`src/rtl/startup_sequencer.sv`:
```
// Power-up sequencer: walks NPREREQ ordered readiness inputs, then waits on the remote FPGA.
// Define STARTUP_SEQUENCER_DEBUG_EN to expose state name, prescaler and index debug ports.
module startup_sequencer #(
    parameter int unsigned NPREREQ        = 2,
    parameter int unsigned TICKS_PER_MSEC = 40078,
    parameter int unsigned DLY_W          = 16
) (
    input  logic                           clock,
    input  logic                           global_reset_n,
    input  logic [NPREREQ-1:0]             prereq,
    input  logic [DLY_W-1:0]               cfg_delay,
    input  logic                           cfg_mode,
    input  logic                           cfg_done_in,
    input  logic                           restart,
    output logic                           msec_pulse,
    output logic [NPREREQ-1:0]             wait_stage,
    output logic                           wait_cfg,
    output logic                           startup_done,
    output logic                           startup_fail,
    output logic [DLY_W-1:0]               elapsed_msec
`ifdef STARTUP_SEQUENCER_DEBUG_EN
    ,
    output logic [31:0]                    sm_dsp,
    output logic [DLY_W-1:0]               presc_dbg,
    output logic [$clog2(NPREREQ+1)-1:0]   idx_dbg
`endif
);

    localparam int unsigned IDX_W = $clog2(NPREREQ + 1);

    localparam logic [DLY_W-1:0] PRESC_LAST = DLY_W'(TICKS_PER_MSEC - 1);
    localparam logic [IDX_W-1:0] IDX_LAST   = IDX_W'(NPREREQ - 1);

    localparam logic [1:0] ST_WAIT_PRE = 2'd0;
    localparam logic [1:0] ST_WAIT_CFG = 2'd1;
    localparam logic [1:0] ST_DONE     = 2'd2;
    localparam logic [1:0] ST_FAIL     = 2'd3;

    logic [1:0]         r_state;
    logic [1:0]         w_state_next;
    logic [IDX_W-1:0]   r_idx;
    logic               w_idx_inc;
    logic               w_idx_clr;
    logic               w_enter_cfg;

    logic [NPREREQ-1:0] r_prereq_ff;
    logic               r_done_s1;
    logic               r_done_s2;

    logic [DLY_W-1:0]   r_dly;
    logic               r_mode;
    logic [DLY_W-1:0]   r_presc;
    logic [DLY_W-1:0]   r_elapsed;
    logic [DLY_W-1:0]   w_elapsed_next;
    logic               w_msec;
    logic               w_elapsed_sat;
    logic               w_timeout;

    logic [NPREREQ-1:0] w_stage_onehot;
    logic               w_cur_ready;

    logic [NPREREQ-1:0] r_wait_stage;
    logic               r_wait_cfg;
    logic               r_done;
    logic               r_fail;

    // Index past the last prerequisite shifts out to an all-zero stage vector.
    assign w_stage_onehot = NPREREQ'(1) << r_idx;
    assign w_cur_ready    = |(r_prereq_ff & w_stage_onehot);

    assign w_msec         = (r_state == ST_WAIT_CFG) && (r_presc == PRESC_LAST);
    assign w_elapsed_sat  = (r_elapsed == {DLY_W{1'b1}});
    assign w_elapsed_next = (w_msec && !w_elapsed_sat) ? r_elapsed + DLY_W'(1) : r_elapsed;
    assign w_timeout      = (w_elapsed_next >= r_dly);

    // Input capture: one flop for prerequisites, two-flop synchroniser for remote done.
    always_ff @(posedge clock or negedge global_reset_n) begin
        if (!global_reset_n) begin
            r_prereq_ff <= '0;
            r_done_s1   <= 1'b0;
            r_done_s2   <= 1'b0;
        end else begin
            r_prereq_ff <= prereq;
            r_done_s1   <= cfg_done_in;
            r_done_s2   <= r_done_s1;
        end
    end

    // State register.
    always_ff @(posedge clock or negedge global_reset_n) begin
        if (!global_reset_n) begin
            r_state <= ST_WAIT_PRE;
        end else begin
            r_state <= w_state_next;
        end
    end

    // Next-state and control decode.
    always_comb begin
        w_state_next = r_state;
        w_idx_inc    = 1'b0;
        w_idx_clr    = 1'b0;
        w_enter_cfg  = 1'b0;
        case (r_state)
            ST_WAIT_PRE: begin
                if (w_cur_ready) begin
                    w_idx_inc = 1'b1;
                    if (r_idx == IDX_LAST) begin
                        w_state_next = ST_WAIT_CFG;
                        w_enter_cfg  = 1'b1;
                    end
                end
            end
            ST_WAIT_CFG: begin
                if (!r_mode) begin
                    if (w_timeout) begin
                        w_state_next = ST_DONE;
                    end
                end else if (r_done_s2) begin
                    w_state_next = ST_DONE;
                end else if ((r_dly != '0) && w_timeout) begin
                    w_state_next = ST_FAIL;
                end
            end
            ST_DONE, ST_FAIL: begin
                if (restart) begin
                    w_state_next = ST_WAIT_CFG;
                    w_enter_cfg  = 1'b1;
                end
            end
            default: begin
                w_state_next = ST_WAIT_PRE;
                w_idx_clr    = 1'b1;
            end
        endcase
    end

    // Prerequisite index; only advances, so passed inputs are never revisited.
    always_ff @(posedge clock or negedge global_reset_n) begin
        if (!global_reset_n) begin
            r_idx <= '0;
        end else if (w_idx_clr) begin
            r_idx <= '0;
        end else if (w_idx_inc) begin
            r_idx <= r_idx + IDX_W'(1);
        end
    end

    // Remote-wait settings latch and msec prescaler / elapsed counter.
    always_ff @(posedge clock or negedge global_reset_n) begin
        if (!global_reset_n) begin
            r_dly     <= '0;
            r_mode    <= 1'b0;
            r_presc   <= '0;
            r_elapsed <= '0;
        end else if (w_enter_cfg) begin
            r_dly     <= cfg_delay;
            r_mode    <= cfg_mode;
            r_presc   <= '0;
            r_elapsed <= '0;
        end else if (r_state == ST_WAIT_CFG) begin
            r_presc   <= w_msec ? '0 : r_presc + DLY_W'(1);
            r_elapsed <= w_elapsed_next;
        end
    end

    // Status outputs follow the state one clock later.
    always_ff @(posedge clock or negedge global_reset_n) begin
        if (!global_reset_n) begin
            r_wait_stage <= NPREREQ'(1);
            r_wait_cfg   <= 1'b0;
            r_done       <= 1'b0;
            r_fail       <= 1'b0;
        end else begin
            r_wait_stage <= (r_state == ST_WAIT_PRE) ? w_stage_onehot : '0;
            r_wait_cfg   <= (r_state == ST_WAIT_CFG);
            r_done       <= (r_state == ST_DONE);
            r_fail       <= (r_state == ST_FAIL);
        end
    end

    assign msec_pulse   = w_msec;
    assign wait_stage   = r_wait_stage;
    assign wait_cfg     = r_wait_cfg;
    assign startup_done = r_done;
    assign startup_fail = r_fail;
    assign elapsed_msec = r_elapsed;

`ifdef STARTUP_SEQUENCER_DEBUG_EN
    logic [31:0] w_sm_dsp;

    // ASCII state name for status display.
    always_comb begin
        w_sm_dsp = "????";
        case (r_state)
            ST_WAIT_PRE: w_sm_dsp = "wpre";
            ST_WAIT_CFG: w_sm_dsp = "wcfg";
            ST_DONE:     w_sm_dsp = "done";
            ST_FAIL:     w_sm_dsp = "fail";
            default:     w_sm_dsp = "????";
        endcase
    end

    assign sm_dsp    = w_sm_dsp;
    assign presc_dbg = r_presc;
    assign idx_dbg   = r_idx;
`endif

endmodule

```
`config.mk`:
```
export PLATFORM = sky130hd
export DESIGN_NAME = startup_sequencer
export DESIGN_NICKNAME = d
export VERILOG_FILES = /design/src/rtl/startup_sequencer.sv
export SDC_FILE = /design/constraint.sdc
export NUM_CORES = 1
export LEC_CHECK = 0
export CAP_MARGIN = 20
export CELL_PAD_IN_SITES_DETAIL_PLACEMENT = 1
export CELL_PAD_IN_SITES_GLOBAL_PLACEMENT = 1
export CORE_ASPECT_RATIO = 1.25
export CORE_MARGIN = 2
export CORE_UTILIZATION = 39
export DETAILED_ROUTE_END_ITERATION = 6
export HOLD_SLACK_MARGIN = 0.08
export PLACE_DENSITY = 0.8
export SETUP_SLACK_MARGIN = 0.1
export SLEW_MARGIN = 15
export SYNTH_ARGS = -nofsm -noshare
export SYNTH_HDL_FRONTEND = slang
export SYNTH_SLANG_ARGS = --single-unit
export TNS_END_PERCENT = 5
```
`constraint.sdc`:
```
create_clock -name clock -period 3.6 [get_ports clock]
set_clock_uncertainty 0.2 [all_clocks]
set_input_delay 0.54 -clock clock [delete_from_list [all_inputs] [get_ports clock]]
set_output_delay 0.54 -clock clock [all_outputs]
set_load 0.03 [all_outputs]
```
==> impl_metrics.toml <==
[grt]
overflow = 0
grt_pass1_wl_mm = 21.1
antenna_found_initial = 0
grt_max_degree = 36
grt_pass1_vias = 3955
grtUsageTotal_pct = 26.5

[logic_synthesis]
synth_top_family_by_area = "simple AND/OR/NAND/NOR gates"
synth_cell_types = 56
synth_mux_area_share_pct = 5.94
synthArstFlopShare_pct = 100
synthXorXnorAreaFrac_pct = 6.30
synth_compound_area_share_pct = 14.9
synthSimpleGateAreaFrac_pct = 19.8
synthTopCellsByArea = "dfrtp_1 41%, ha_1 7.0%, mux2_2 5.4%"
synthesis.nets = 425
synth_area_leader_cell = "dfrtp_1"
ys_ff_latch = 62
postSynthAreaPerCell_um2 = 9.85
synth_top_area_share_pct = 40.7
synthCells = 381
synth-main-ff-cell = "dfrtp_1"
yosysSeqAreaShare_pct = 41.4
synthAdderAreaFrac_pct = 7.00
netlist_area_um2 = 3750
yosysWarnings = 0
synth_enable_flop_cells = 0

[sta]
setup-tns-final_ps = 0
holdWs_ps = 174
setup_viol = 0
fmaxAchievable_ghz = 0.278
timing.final.crit_share_pct = 100
rsz0062_at_grt = "true"
slew_headroom_pct = 55.3
period_minus_slack_ps = 3600
hold_violations = 0
slew_violations = 0
worst_slew_pin_slew_ps = 671

[clocking]
clk_pin_slew_ps = 60
cts_tree = "built"
root_buffer = "clkbuf_16"
cts_num_sinks = 62
cts_max_path_buffers = 2
clk_latency_ps = 350
h-tree-depth = 3
cts_buffers = 9

[routing]
drt-initial-drc-count = 178
antenna_left = 0
routedWlPerCell_um = 21.3
vias = 3507
drc = 0
drtPass1Iterations = 4
drt-total-wl_mm = 13.1
viasPerCell = 5.72

[worst_setup_path]
slowest_stage = "or4b_4"
path_buf_inv = 2
worstSetupEndpointType = "flip-flop"
path_cells = "inv_2, ha_4, or4b_4, or3_4, buf_4, nor2_8, nand3_1, xnor2_1, ha_1, a21oi_1, o2111ai_2, a311o_1, nor3b_2"
critPathTopFamily = "simple AND/OR/NAND/NOR gates"
rr_worst_depth = 13
startpoint_type = "flip-flop"
critPathRequiredTime_ps = 3630
crit_path_max_fanout = 4
cp.arrival_ps = 3620
cp_slowest_stage_delay_ps = 510
crit_cells = 13
path_class = "flip-flop to flip-flop"

[finish]
most-common-layout-cells = "54 x dfrtp_1, 52 x buf_4, 42 x clkdlybuf4s50_1"
area_delta_synth_final_pct = 39.2
nFillCells = 1065
antennaDiodeCount = 0
drive_above_1_share_pct = 27.3
layout_commonest_cell = "dfrtp_1"
nets = 527

[power]
sw_frac_of_total_pct = 39.6
p_comb_share_pct = 49.1
powerDensity_nw_per_um2 = 767
vdd_drop_max_mv = 0.480
p_sw_w = 0.00159
p_seq_share_pct = 28.2
clkPwrFrac_pct = 22.7
p_int_w = 0.00242
p_leak_nw = 2.33

[run_status]
status = "completed"

[floorplan]
io_pins = 45
die_w_um = 91.7
die-area_um2 = 10400
die-height_um = 114
core_area_um2 = 9510
initial_core_util_pct = 39.5
row_count = 40

[place]
gp_congestion = 0.889
hpwl_mm = 8.22
io_buffers = 44

[flow_run]
cap_viol_max_count = 0

[worst_hold_path]
hold_path_class = "flip-flop to flip-flop"
hold-path-cell-count = 0
## routing by layer
layer  up-vias  track usage (%)  wire, um
li1       1593                -         -
met1      1776             30.4      5140
met2       100             46.4      6920
met3        38             5.75       545
met4         0             13.6       461
met5         -                0         0
## timing repair
| action | CTS | global route |
|---|---|---|
| buffers inserted | 25 | 1 |
| gates resized for setup | 14 | 18 |
| hold buffers | 1 | 0 |
| setup endpoints to repair | 2 | 4 |
| pin swaps | 6 | 2 |
| hold endpoints to repair | 26 | 0 |
## through the flow
step / cell area (um2) / power, W / instances / worst slack, ps / util (%)
6_report: 5220 / 0.00400 / 613 / 0.929 / 54.9
5_1_grt: 5220 / 0.00425 / 613 / -156 / 54.9
4_1_cts: 5140 / 0.00389 / 613 / 41.5 / 54.0
3_5_place_dp: 4560 / 0.00275 / 572 / -89.8 / 47.9
3_3_place_gp: 4560 / 0.00265 / 572 / 4.82 / 47.9
2_1_floorplan: 3770 / 0.00210 / 381 / 106 / -
## power groups by stage
stage	combinational [W]	sequential [W]	clock, W
after floorplan	0.000881	0.00122	0
after global placement	0.00154	0.00111	0
after detailed placement	0.00163	0.00112	0
after CTS	0.00185	0.00112	0.000920
after global routing	0.00214	0.00116	0.000953
final	0.00196	0.00113	0.000909
## final timing paths
| check | start | to | slack [ps] |
|---|---|---|---|
| worst max-delay path | r_presc[1]$_DFFE_PN0P_ | r_state[1]$_DFFE_PN0P_ | 0.9 |
| worst min-delay path | r_done_s1$_DFF_PN0_ | r_done_s2$_DFF_PN0_ | 170 |
| worst max register to register | r_presc[1]$_DFFE_PN0P_ | r_state[1]$_DFFE_PN0P_ | 0.9 |
| worst min register to register | r_done_s1$_DFF_PN0_ | r_done_s2$_DFF_PN0_ | 170 |
| max in group asynchronous | global_reset_n | elapsed_msec[9]$_DFFE_PN0P_ | 1680 |
| min in group asynchronous | global_reset_n | r_idx[0]$_DFFE_PN0P_ | 570 |
## registers in the layout, indices dropped and copies added (netlist names)
name and count:
elapsed_msec 16, r_dly 16, r_done_s1 1, r_done_s2 1, r_idx 2, r_mode 1, r_prereq_ff 2, r_presc 16
r_state 2, startup_done 1, startup_fail 1, wait_cfg 1, wait_stage 2
## final cells by class
| class | count | area, um2 | area share, % |
|---|---|---|---|
| repair buffers | 105 | 928 | 17.8 |
| flip-flops and latches | 62 | 1560 | 29.9 |
| well taps | 126 | 158 | 3.02 |
| clock buffers | 12 | 267 | 5.10 |
| multi-input cells | 276 | 2160 | 41.3 |
| inverters | 29 | 109 | 2.08 |
| clock inverters | 3 | 42.5 | 0.814 |
## cell families after synthesis
family                   count (synthesis)
AO/OA/AOI/OAI                           78
XOR/XNOR                                27
adder cells (fa/ha/maj)                 21
buffers and inverters                   43
flip-flops                              62
multiplexers                            20
AND/OR/NAND/NOR                        130
## synth_stat cells (all sizes together) (13+ instances only)
cell type  instances
mux2              18
inv               28
xnor2             15
nand3             18
a31oi             16
nand2             27
dfrtp             61
ha                21
nand4             13
a21oi             19
nor2              20
o21ai             13
No activity file was read; power rests on OpenSTA's default activity.
